`src/rtl/fifo_skid_buf.sv`:
```
// Two-entry in-order buffer between the FIFO read port and the stream output.
// 1-bit head/tail pointers wrap modulo 2; occ tracks how many entries hold words.
module fifo_skid_buf #(
  parameter int dwidth = 8
) (
  input  logic              clk,
  input  logic              rst,
  input  logic              wr,
  input  logic [dwidth-1:0] wdata,
  input  logic              rd,
  output logic [dwidth-1:0] rdata,
  output logic [1:0]        occ
);

  logic [dwidth-1:0] mem [2];
  logic              head;
  logic              tail;

  // Entries are cleared on reset so the stream output reads zero while idle.
  always_ff @(posedge clk or posedge rst) begin
    if (rst) begin
      mem[0] <= '0;
      mem[1] <= '0;
      head   <= 1'b0;
      tail   <= 1'b0;
      occ    <= 2'd0;
    end else begin
      if (wr) begin
        mem[tail] <= wdata;
        tail      <= ~tail;
      end
      if (rd) begin
        head <= ~head;
      end
      occ <= occ + {1'b0, wr} - {1'b0, rd};
    end
  end

  assign rdata = mem[head];

endmodule

```
`src/rtl/fifo_stream_reader.sv`:
```
// Reads a synchronous FIFO and presents its words on a valid/ready stream.
// A credit check over buffered plus in-flight words lets the reader sustain one word per clock.
module fifo_stream_reader #(
  parameter int dwidth = 8,
  parameter int cwidth = 16
) (
  input  logic              clk,
  input  logic              rst,
  input  logic              fifo_empty,
  input  logic [dwidth-1:0] fifo_data,
  output logic              fifo_rd_en,
  output logic              m_valid,
  input  logic              m_ready,
  output logic [dwidth-1:0] m_data,
  output logic [cwidth-1:0] m_count,
  output logic              busy
);

  logic [1:0] occ;
  logic       infl;
  logic       pop;
  logic [2:0] used;

  assign m_valid = (occ != 2'd0);
  assign pop     = m_valid && m_ready;

  // Slots that will still be claimed after this cycle's pop; m_ready feeds the
  // read strobe combinationally so a pop can free room for a same-cycle read.
  assign used       = {1'b0, occ} + {2'b00, infl} - {2'b00, pop};
  assign fifo_rd_en = !rst && !fifo_empty && (used < 3'd2);
  assign busy       = m_valid || infl;

  fifo_skid_buf #(
    .dwidth(dwidth)
  ) u_buf (
    .clk  (clk),
    .rst  (rst),
    .wr   (infl),
    .wdata(fifo_data),
    .rd   (pop),
    .rdata(m_data),
    .occ  (occ)
  );

  always_ff @(posedge clk or posedge rst) begin
    if (rst) begin
      infl    <= 1'b0;
      m_count <= '0;
    end else begin
      infl <= fifo_rd_en;
      if (pop) begin
        m_count <= m_count + cwidth'(1);
      end
    end
  end

`ifndef SYNTHESIS
  a_credit: assert property (@(posedge clk) disable iff (rst)
    ({1'b0, occ} + {2'b00, infl}) <= 3'd2);
`endif

endmodule

```
`config.mk`:
```
export PLATFORM = sky130hd
export DESIGN_NAME = fifo_stream_reader
export DESIGN_NICKNAME = d
export VERILOG_FILES = /design/src/rtl/fifo_skid_buf.sv /design/src/rtl/fifo_stream_reader.sv
export SDC_FILE = /design/constraint.sdc
export NUM_CORES = 1
export LEC_CHECK = 0
export ABC_AREA = 1
export BUFFER_PORTS_ARGS = -buffer_cell sky130_fd_sc_hd__buf_2
export CORE_UTILIZATION = 53
export CTS_CLUSTER_SIZE = 28
export DETAILED_ROUTE_END_ITERATION = 16
export GPL_TIMING_DRIVEN = 1
export PLACE_DENSITY = 0.84
export RECOVER_POWER = 100
export SYNTH_ARGS = -nofsm -noshare
export SYNTH_HDL_FRONTEND = slang
export SYNTH_SLANG_ARGS = --single-unit
```
`constraint.sdc`:
```
create_clock -name clk -period 3.5 [get_ports clk]
set_input_delay 0.875 -clock clk [delete_from_list [all_inputs] [get_ports clk]]
set_output_delay 0.875 -clock clk [all_outputs]
set_load 0.05 [all_outputs]
```
==> qor.csv <==
metric,value,unit
status,"finished, violations left",
violated checks,"max-capacitance violations, max-slew violations",
Nets,274,
clock network power share,11.5,%
Area Overhead vs Synth,18.56,%
via count,1432,
worst-path fanout max,2,
CTS hold repair buffers,0,
fin area,2095,sq um
Int Power,917.8,uW
vias in the first global route,1320,
GP Congestion,0.7919,
RSZ-0062 raised after global routing,false,
DRC,0,
FP Rows,20,
"Seq/Total Area, Yosys",52.41,%
fin util,67.50,%
wire length per cell,10.85,microns
core region area,3103,sq um
post-route ant nets,0,
Post-Layout Cell Count,303,
"Slew Viols, Final",38,
Die Span Y,59.74,microns
overflow left after global routing,0,
die area,3568,sq um
CP Cell Sequence,"buf_2, clkinvlp_4, nor2_8, ha_4, inv_2, ha_4, fa_2, nor4_4, buf_6",
DP Area,2059,sq um
Setup-failing EPs final,0,
Comb pwr share,51.4,%
Pwr Density,922.3,nW/um^2
TritonCTS buffer count,5,
DR vias/cell,4.726,
initial DRC count,97,
largest net degree at the start of global routing,38,
crit end category,primary output,
DP HPWL,2.326,mm
peak supply drop,622.7,uV
Overall Global Routing Usage,21.36,%
Placed Cells,294,
Post-Syn Area,1767,sq um
Post-Synthesis Cells,213,
period utilisation layout,96.66,%
worst relative slew slack,-25.66,%
"wirelength, routed",3.287,mm
# port buffers,38,
clk sinks,37,
hold slack,0.4979,ns
Critical Path AT,2.51,ns
H-tree depth,2,
Pre-antenna DRT Iters,4,
"commonest non-fill, non-tap cell in the layout",nand2_1,
clk_lat worst skew,0.35,ns
Clock Tree Root,clkbuf_4,
YS warnings,0,
layout cells sized above 1,13.13,%
Clock Pin Slew Worst Setup and Hold Paths,0.12,ns
FMAX,295.6,MHz
die width,59.74,microns
WP data required,2.62,ns
Synth Area per Inst,8.294,sq um
Final Critical Period,3.383,ns
Setup TNS Final,0,ns
Antenna diodes,0,
worst-margin pin slew,1.885,ns
Sw Ratio,52.49,%
NetSw,1014,uW
Worst Clk Skew,0.009296,ns
Setup CP Type,in2out,
initial antenna violation count,0,
P_leak,0.001040,uW
CTS tree,built,
CTS max path bufs,2,
most frequent CP cell,ha_4,
Final Hold Fails,0,
"commonest non-fill, non-tap cells in the layout","nand2_1 (81), dfrtp_1 (37), clkbuf_1 (28)",
Critical Path Slowest Stage Cell,fa_2,
hold crit path type,reg2reg,
I/O Pins,39,
net count after synthesis,229,
sequential power share,37.1,%
CP Launch Type,input pin,
Max Cap Violations,1,
first-pass GRT wire length,5.561,mm
CP max stage delay,0.46,ns
starting density of the core,56.94,%
post-synthesis cell type count,25,
fillcell total,313,
Synth Register Bits,37,
-- cell usage after synthesis --
| library cell | n | area [sq um] |
|---|---|---|
| or2_1 | 1 | 6.260 |
| o21ai_1 | 12 | 60.06 |
| nand2_2 | 1 | 6.260 |
| clkinv_1 | 1 | 3.750 |
| inv_1 | 27 | 101.4 |
| fa_1 | 1 | 20.02 |
| clkbuf_1 | 1 | 3.750 |
| nor2_1 | 12 | 45.04 |
| xor2_1 | 4 | 35.03 |
| nand2_1 | 80 | 300.3 |
| nor2_8 | 1 | 20.02 |
| nand3_1 | 4 | 20.02 |
| ha_1 | 3 | 37.54 |
| nand3b_1 | 1 | 7.510 |
| nand3b_2 | 1 | 11.26 |
| nor3_1 | 1 | 5.000 |
| buf_2 | 3 | 15.01 |
| nor4_1 | 1 | 6.260 |
| o21ai_0 | 8 | 40.04 |
| inv_2 | 1 | 3.750 |
| o21ai_2 | 1 | 8.760 |
| nand4_1 | 2 | 12.51 |
| xnor2_1 | 6 | 52.55 |
| nor2_2 | 3 | 18.77 |
| dfrtp_1 | 37 | 925.9 |
-- metrics by stage --
stage	power (uW)	setup slack, ns
finish	1932	0.1170
global route	2071	0.007122
CTS	1961	0.003897
detailed placement	1727	-0.06564
global placement	1708	-0.03618
floorplan	1516	-0.03150
-- flip-flops by register name, indices dropped and copies added, names as in the netlist --
| name | flops |
|---|---|
| m_count | 16 |
| u_buf.mem | 16 |
| u_buf.occ | 2 |
| infl | 1 |
| u_buf.head | 1 |
| u_buf.tail | 1 |
-- path summary, 6_finish.rpt --
path | from | endpoint | slack (ns) | cells past startpoint
max | m_ready | fifo_rd_en | 0.12 | 9
min | u_buf.mem[8] | u_buf.mem[8] | 0.50 | 2
max reg2reg | u_buf.occ[1] | infl | 1.51 | 7
min reg2reg | u_buf.mem[8] | u_buf.mem[8] | 0.50 | 2
max in group asynchronous | rst | m_count[14] | 1.19 | 3
min in group asynchronous | rst | u_buf.mem[4] | 1.23 | 3
-- worst max-delay path: cells and delay by family --
kind	cells	cell delay [ns]
adder cells (fa/ha/maj)	3	0.78
AND/OR/NAND/NOR	2	0.37
buffers and inverters	4	0.49
-- layer usage --
| layer | GRT usage (%) | up-vias | part of all wire, % |
|---|---|---|---|
| met2 | 35.40 | 35 | 47 |
| met5 | 0 | - | 0 |
| li1 | - | 739 | - |
| met4 | 7.973 | 0 | 1.5 |
| met1 | 26.26 | 652 | 46 |
| met3 | 6.494 | 6 | 4.7 |
-- kinds of logic (layout without fill, tap and decap cells) --
logic type	Yosys count	after routing	synth area share [%]
flops	37	37	52.41
fa+ha+maj	4	4	3.258
simple gates	108	108	25.99
buf+inv	33	79	7.223
compound gates	21	21	6.162
xor+xnor	10	10	4.957
-- repair_timing --
action | 4_1_cts | 5_1_grt
buffers inserted | 0 | 1
setup endpoints to repair | 1 | 1
resized for setup | 2 | 3
pin swaps | 0 | 2
-- layout make-up --
cell class              instances  area (sq um)  share of cell area (%)
well taps                      44         55.05                   2.628
repair buffers                 42         186.4                   8.901
clock buffers                   5         37.54                   1.792
inverters                      29         112.6                   5.376
multi-input cells             143         759.5                   36.26
flip-flops and latches         37         925.9                   44.21
clock inverters                 3         17.52                  0.8363
-- power groups by stage --
stage | Clock, uW | Sequential (uW) | Combinational (uW)
detailed placement | 0 | 719 | 1010
floorplan | 0 | 795 | 721
finish | 222 | 717 | 992
global route | 247 | 735 | 1090
global placement | 0 | 715 | 992
CTS | 232 | 716 | 1010
(Power assumes the default switching activity.)
